**src/rtl/mem_fu.sv**
```systemverilog
// mem_fu: memory functional unit with one op in flight, store commit gating and CDB writeback.
// Optional misaligned-access trap enabled by defining MEM_FU_MISALIGN_CHK_EN.
package mem_fu_pkg;
    localparam int XLEN  = 32;
    localparam int TAG_W = 5;

    typedef struct packed {
        logic [31:0] insn;
        logic [63:0] order;
    } rvfi_t;

    typedef struct packed {
        logic             valid;
        logic [2:0]       mem_op;
        logic             ls;
        logic [XLEN-1:0]  rs1_v;
        logic [XLEN-1:0]  rs2_v;
        logic [XLEN-1:0]  offset;
        logic [TAG_W-1:0] rob_tag;
        logic [XLEN-1:0]  pc;
        rvfi_t            rvfi;
    } fu_pkt_t;

    typedef struct packed {
        logic             valid;
        logic [TAG_W-1:0] rob_tag;
        logic [XLEN-1:0]  data;
    } cdb_t;
endpackage

module mem_fu
    import mem_fu_pkg::*;
#(
    parameter int DATA_W    = XLEN,
    parameter int ROB_TAG_W = TAG_W
) (
    input  logic                 clk,
    input  logic                 rst,
    input  logic                 flush,
    input  fu_pkt_t              mem_pkt,
    output logic                 backpressure,
    input  logic                 rob_head_valid,
    input  logic [ROB_TAG_W-1:0] rob_head_tag,
    output logic [DATA_W-1:0]    dmem_addr,
    output logic [3:0]           dmem_rmask,
    output logic [3:0]           dmem_wmask,
    output logic [DATA_W-1:0]    dmem_wdata,
    input  logic [DATA_W-1:0]    dmem_rdata,
    input  logic                 dmem_resp,
    output cdb_t                 cdb_out,
    input  logic                 cdb_grant
`ifdef MEM_FU_MISALIGN_CHK_EN
    ,
    output logic                 mem_misalign
`endif
);

    typedef enum logic [2:0] {
        IDLE,
        WAIT_COMMIT,
        REQ,
        DRAIN,
        WB
    } state_e;

    state_e               r_state;
    state_e               w_state_nxt;
    logic [DATA_W-1:0]    r_ea;
    logic [2:0]           r_op;
    logic                 r_ls;
    logic [DATA_W-1:0]    r_wsrc;
    logic [ROB_TAG_W-1:0] r_tag;
    logic [DATA_W-1:0]    r_result;

    logic [DATA_W-1:0]    w_ea_in;
    logic                 w_accept;
    logic                 w_head_hit;
    logic                 w_skip_in;
    logic                 w_skip;
    logic [3:0]           w_base;
    logic [3:0]           w_mask;
    logic [DATA_W-1:0]    w_lane;
    logic [DATA_W-1:0]    w_load_val;
    logic                 w_unused;

    assign w_ea_in    = mem_pkt.rs1_v + mem_pkt.offset;
    assign w_accept   = (r_state == IDLE) && mem_pkt.valid && !flush;
    assign w_head_hit = rob_head_valid && (rob_head_tag == r_tag);
    assign w_unused   = ^{mem_pkt.pc, mem_pkt.rvfi};

`ifdef MEM_FU_MISALIGN_CHK_EN
    function automatic logic f_misaligned(input logic [2:0] op,
                                          input logic [1:0] lo);
        return ((op[1:0] == 2'b01) && lo[0]) ||
               ((op[1:0] == 2'b10) && (lo != 2'b00));
    endfunction

    assign w_skip_in = f_misaligned(mem_pkt.mem_op, w_ea_in[1:0]);
    assign w_skip    = f_misaligned(r_op, r_ea[1:0]);
    assign mem_misalign = (r_state == WB) && w_skip;
`else
    assign w_skip_in = 1'b0;
    assign w_skip    = 1'b0;
`endif

    // Byte-lane enables; out-of-range lanes fall off the 4-bit result.
    always_comb begin
        w_base = 4'b0000;
        unique case (1'b1)
            (r_op[1:0] == 2'b00): w_base = 4'b0001;
            (r_op[1:0] == 2'b01): w_base = 4'b0011;
            (r_op[1:0] == 2'b10): w_base = 4'b1111;
            default:              w_base = 4'b0000;
        endcase
    end

    assign w_mask = w_base << r_ea[1:0];
    assign w_lane = dmem_rdata >> {r_ea[1:0], 3'b000};

    always_comb begin
        w_load_val = w_lane;
        unique case (1'b1)
            (r_op == 3'b000):
                w_load_val = {{(DATA_W-8){w_lane[7]}}, w_lane[7:0]};
            (r_op == 3'b001):
                w_load_val = {{(DATA_W-16){w_lane[15]}}, w_lane[15:0]};
            (r_op == 3'b100):
                w_load_val = {{(DATA_W-8){1'b0}}, w_lane[7:0]};
            (r_op == 3'b101):
                w_load_val = {{(DATA_W-16){1'b0}}, w_lane[15:0]};
            default:
                w_load_val = w_lane;
        endcase
    end

    always_ff @(posedge clk or negedge rst) begin
        if (!rst) begin
            r_state <= IDLE;
        end else begin
            r_state <= w_state_nxt;
        end
    end

    always_comb begin
        w_state_nxt = r_state;
        unique case (r_state)
            IDLE: begin
                if (w_accept) begin
                    if (mem_pkt.ls)     w_state_nxt = WAIT_COMMIT;
                    else if (w_skip_in) w_state_nxt = WB;
                    else                w_state_nxt = REQ;
                end
            end
            WAIT_COMMIT: begin
                if (flush)           w_state_nxt = IDLE;
                else if (w_head_hit) w_state_nxt = w_skip ? WB : REQ;
            end
            REQ: begin
                // A flushed request still owns the port until memory answers.
                if (flush)          w_state_nxt = dmem_resp ? IDLE : DRAIN;
                else if (dmem_resp) w_state_nxt = WB;
            end
            DRAIN: begin
                if (dmem_resp) w_state_nxt = IDLE;
            end
            WB: begin
                if (flush || cdb_grant) w_state_nxt = IDLE;
            end
            default: w_state_nxt = IDLE;
        endcase
    end

    always_comb begin
        backpressure = (r_state != IDLE);
        dmem_addr    = '0;
        dmem_rmask   = 4'b0000;
        dmem_wmask   = 4'b0000;
        dmem_wdata   = '0;
        cdb_out      = '0;
        unique case (r_state)
            REQ, DRAIN: begin
                dmem_addr = {r_ea[DATA_W-1:2], 2'b00};
                if (r_ls) begin
                    dmem_wmask = w_mask;
                    dmem_wdata = r_wsrc << {r_ea[1:0], 3'b000};
                end else begin
                    dmem_rmask = w_mask;
                end
            end
            WB: begin
                cdb_out.valid   = 1'b1;
                cdb_out.rob_tag = r_tag;
                cdb_out.data    = r_result;
            end
            default: ;
        endcase
    end

    // Result is cleared on accept so stores and trapped ops report zero.
    always_ff @(posedge clk or negedge rst) begin
        if (!rst) begin
            r_ea     <= '0;
            r_op     <= '0;
            r_ls     <= 1'b0;
            r_wsrc   <= '0;
            r_tag    <= '0;
            r_result <= '0;
        end else if (w_accept) begin
            r_ea     <= w_ea_in;
            r_op     <= mem_pkt.mem_op;
            r_ls     <= mem_pkt.ls;
            r_wsrc   <= mem_pkt.rs2_v;
            r_tag    <= mem_pkt.rob_tag;
            r_result <= '0;
        end else if ((r_state == REQ) && dmem_resp && !r_ls) begin
            r_result <= w_load_val;
        end
    end

endmodule

```
**config.mk**
```make
export PLATFORM = sky130hd
export DESIGN_NAME = mem_fu
export DESIGN_NICKNAME = d
export VERILOG_FILES = /design/src/rtl/mem_fu.sv
export SDC_FILE = /design/constraint.sdc
export NUM_CORES = 1
export LEC_CHECK = 0
export ABC_AREA = 0
export BUFFER_PORTS_ARGS = -buffer_cell sky130_fd_sc_hd__buf_2
export CAP_MARGIN = 10
export CORE_AREA = 2 2 151 153
export DETAILED_ROUTE_END_ITERATION = 10
export DIE_AREA = 0 0 153 155
export MAX_ROUTING_LAYER = met4
export PLACE_DENSITY = 0.68
export SLEW_MARGIN = 20
export SYNTH_ARGS = -nofsm -noshare
export SYNTH_HDL_FRONTEND = slang
export SYNTH_SLANG_ARGS = --single-unit
```
**constraint.sdc**
```tcl
create_clock -name clk -period 2.3 [get_ports clk]
set_input_delay 0 -clock clk [delete_from_list [all_inputs] [get_ports clk]]
set_output_delay 0 -clock clk [all_outputs]
set_load 0.1 [all_outputs]
```
=== After elaboration in Yosys (flattened, before gate mapping) ===
Cells that the tools add are included.

* $add $sub $neg: 1
* $mul: 0
* Divide/modulo/power cells: 0
* Magnitude comparators: 0
* Equal/unequal tests: 15
* Shift-type cells: 3
* Muxes and demuxes: 22
* Bitwise gates (word level): 0
* Reduce and logical (&&, ||, !) cells: 15

{| class="wikitable"
|+ Operator list
! kind !! count
|-
| 2-to-1 mux 32 bit || 5
|-
| one-hot mux 32 bit (4 select lines) || 1
|-
| 2-to-1 mux 38 bit || 1
|-
| adder 32 bit || 1
|-
| left shift 32 x 5 -> 32 bit || 1
|-
| right shift 32 x 5 -> 32 bit || 1
|-
| 2-to-1 mux 3 bit || 7
|-
| 2-to-1 mux 4 bit || 4
|-
| one-hot mux 3 bit (5 select lines) || 1
|-
| one-hot mux 4 bit (3 select lines) || 1
|-
| == test 3 bit, second input constant || 3
|-
| == test 3 x 1 -> 1 bit, second input constant || 2
|-
| == test 3 x 2 -> 1 bit, second input constant || 2
|-
| logical NOT 3 bit || 2
|-
| inequality test 2 bit, second input constant || 3
|-
| inequality test 3 bit, second input constant || 2
|-
| == test 5 bit || 1
|-
| logical AND 1 bit || 5
|-
| AND reduction 5 bit || 1
|-
| 2-to-1 mux 2 bit || 2
|-
| left shift 4 x 2 -> 4 bit || 1
|-
| nonzero test 3 bit || 1
|-
| == test 2 x 1 -> 1 bit, second input constant || 1
|-
| == test 2 bit, second input constant || 1
|-
| 5 further kinds || 6
|}

* Register bits: 108
* Latch bits: 0
* RAM bits: 0
* Bits in read-only memories: 0
* Input port bits: 277
* Output and inout port bits: 111
* Logic and storage cells: 63
* Memories kept: 0

=== Longest topological paths before layout ===
* Depth after elaboration: 5
* Gate-level depth with buffers: 9
* Gate-level depth less buffers: 9

=== Least setup slack after synthesis ===
Ideal clock, no wire load.

* Kind: reg2out
* From: register r_ea[0]
* To: output port dmem_rmask[0]
* Arrival time: 4.378 ns
* Path slack: -2.078 ns
* Stages on the path, launching flop included: 6
* Path buffers: 3
* Path through: dfrtp_1 -> buf_2 -> buf_2 -> buf_2 -> nor2_1 -> nor4b_1

* Cells in the longest elaborated chain, start to end: 3

{| class="wikitable"
|+ RTL lines
! element !! line !! source
|-
| start: declaration || 68 || <nowiki>logic [DATA_W-1:0] r_ea;</nowiki>
|-
| start signal: assignment || 209 || <nowiki>r_ea <= w_ea_in;</nowiki>
|-
| left shift 4 x 2 -> 4 bit || 117 || <nowiki>assign w_mask = w_base << r_ea[1:0];</nowiki>
|-
| 2-to-1 mux 4 bit || 183 || <nowiki>if (r_ls) begin</nowiki>
|-
| 2-to-1 mux 4 bit || 180 || <nowiki>unique case (r_state)</nowiki>
|-
| end: declaration || 45 || <nowiki>output logic [3:0] dmem_rmask,</nowiki>
|}

No other way between the ends.

==> summary.md <==
| Metric | Value |
|---|---|
| Clock skew | 13.04 ps |
| Multi-input logic area | 4712 um^2 |
| FMAX | 456.2 MHz |
| Initial antenna violation count | 2 |
| Synth warn | 0 |
| Hold Path Class | in -> reg |
| DIE WIDTH | 153 um |
| Rows | 55 |
| Area grow syn2layout | 43.88% |
| Root Driver | clkbuf_16 |
| Core area | 22230 um^2 |
| Register area | 2709 um^2 |
| Fin util | about half |
| Non-Filler Instances | 1540 |
| Gr usage total | 21.98% |
| Sink Count | 108 |
| Die Area | 23720 um^2 |
| Starting Density | about a third |
| Outcome | finished, final reports clean |
| Worst slew pin tran | about 600 ps |
| Max-capacitance violation count | 0 |
| Critical path capture point type | output port |
| Final Cycle Share | 95.31% |
| Layout cells sized above 1 | 27.68% |
| Initial DRC Count | slightly above 500 |
| Most frequent cells in the layout | nand2_1 (219), buf_2 (203), dfrtp_1 (105), o21ai_0 (74), a21oi_1 (65) |
| WHS | 34.28 ps |
| H-tree levels | 3 |
| Crit path DAT | 2190 ps |
| Lkg Pwr | between 5 and 6 nW |
| Setup TNS | 0 ps |
| VDD IR max | 462.0 uV |
| Port bufs | 257 |
| Fin. Hold Viols | 0 |
| Post-Synthesis Cells | 955 |
| Drt drc | 0 |
| Avg Cell Area, Syn | 7.951 um^2 |
| Cell Area, Synth | 7594 um^2 |
| Final Routed Wirelength | 25900 um |
| Clock transition at path regs | 80 ps |
| Total chip power | around 0.012 W |
| ANT nets after route | 0 |
| Most common cell after layout, fill and taps aside | nand2_1 |
| Final setup viols | 0 |
| Slew Limit Fails | 0 |
| First-pass GRT wire length | 41200 um |
| CP Launch Type | flip-flop |
| Post-synthesis cell type count | 61 |
| Global placer's final weighted congestion | 0.9284 |
| Total grt overflow | 0 |
| Total CTS buffers | 9 |
| Post-synthesis register bit count | roughly 110 |
| Relative slew slack | 60.10% |
| Ys flop type | dfrtp_1 |
| Placed Cells | between 1k and 1.5k |
| Vert. Die Dim | roughly 160 um |
| Dpl hpwl | 19860 um |
| Unrepaired setup endpoints after global routing | yes |
| Insertion delay to the later sink of the worst-skew pair | 350 ps |
| Critical path class | reg -> out |
| Part of the Yosys area used for sequential elements | 35.59% |
| CTS Buffer Depth | 2 |
| Largest net degree at the start of global routing | 48 |
| Routed len/inst | 16.82 um |
| Async set-reset flop share out of synthesis | 100.0% |
| Vias in the first global route | 7710 |
| Via density | 5.212 |
| Power Density | 1092 nW/um^2 |
| I/O Pins | 388 |
| Filler cells | 2108 |
| EDFF count, synth | 0 |
| Minimum clock period | 2192 ps |
| Final nets | 1558 |
| Initial DRT Pass Iterations | 5 |
| Crit Path Max Fanout | 32 |
| Vias | 8026 |
| TritonCTS clock tree | yes |
| CP Data Required Time | 2300 ps |
[cell families (layout without fill, tap and decap cells)]
logic type / after synthesis / after routing / synth area share (%)
other: 1 / 7 / 0.04938
AO/OA/AOI/OAI: 239 / 239 / 19.76
adder cells (fa/ha/maj): 36 / 36 / 6.031
buffers and inverters: 79 / 373 / 4.202
multiplexers: 36 / 36 / 4.762
flip-flops: 108 / 108 / 35.59
XOR/XNOR: 34 / 34 / 3.922
AND/OR/NAND/NOR: 422 / 422 / 25.69
[synth_stat cells (10+ instances only)]
master	instances	area (um^2)
a211oi_1	19	142.6
ha_1	35	437.9
nor2_1	55	206.5
nor2b_1	17	106.4
and3_1	38	237.7
nand3_1	11	55.05
buf_2	10	50.05
clkbuf_1	39	146.4
inv_1	15	56.30
mux2i_1	35	350.3
nor3_1	12	60.06
buf_1	11	41.29
dfrtp_1	108	2703
a21oi_1	65	325.3
xnor2_1	15	131.4
o21ai_0	74	370.4
and2_1	40	250.2
nand2_1	219	822.0
a21o_1	11	82.58
xor2_1	19	166.4
[path summary, 6_finish.rpt]
path | start | endpoint | slack, ps | cells past startpoint
setup / recovery | r_state[0]$_DFFE_PN0P_ | cdb_out[7] | 110 | 4
hold / removal | dmem_resp | r_state[1]$_DFFE_PN0P_ | 30 | 3
setup reg to reg | r_state[1]$_DFFE_PN0P_ | r_state[2]$_DFFE_PN0P_ | 270 | 6
hold reg to reg | r_ea[4]$_DFFE_PN0N_ | r_ea[4]$_DFFE_PN0N_ | 470 | 2
max in group asynchronous | rst | r_state[1]$_DFFE_PN0P_ | 1390 | 3
min in group asynchronous | rst | r_result[4]$_DFFE_PN0P_ | 200 | 2
[sequential cells by signal, summed over array words and instances, names as in the netlist]
signal    count
r_op          3
r_state       3
r_wsrc       32
r_result     32
r_ea         32
r_ls          1
r_tag         5
[area by class of cell]
| class | count | area share (%) |
|---|---|---|
| antenna | 5 | 0.1145 |
| clock buffer | 10 | 2.096 |
| sequential | 108 | 24.79 |
| timing repair buffer | 342 | 25.54 |
| tap | 285 | 3.264 |
| multi-input combinational | 769 | 43.13 |
| inverter | 15 | 0.5153 |
| clock inverter | 6 | 0.5497 |
[layer usage]
metal  GRT usage (%)  up-vias  part of all wire, %
met5               -        -                    0
met4           7.937        0                  3.1
met3           3.203       49                  5.8
met2           35.87      306                   48
met1           27.96     3764                   43
li1                -     3907                    -
[power breakdown]
group	switching (W)	leakage, nW	internal, W
registers	0.000597	1.38	0.00268
clock network	0.000775	0.140	0.000760
logic	0.00476	3.91	0.00236
[critical path, stage by stage, from the launching register on]
cell,delay (ps)
dfrtp_1,520
nor2_4,290
buf_4,330
and3_1,240
buf_2,440
[per-stage QoR]
stage	instance area, um^2	setup WS [ps]
6_report	10930	107.8
2_1_floorplan	7692	-350.1
5_1_grt	10920	-16.48
3_3_place_gp	10090	-33.36
3_5_place_dp	10090	-63.58
4_1_cts	10880	16.60
[repair_timing]
| action | in CTS | in global routing |
|---|---|---|
| setup endpoints to repair | 10 | 36 |
| hold endpoints to repair | 91 | 0 |
| pin swaps | 0 | 1 |
| hold buffers | 49 | 0 |
| gates resized for setup | 3 | 9 |
| buffers inserted | 0 | 1 |
No activity file was read; power rests on OpenSTA's default activity.
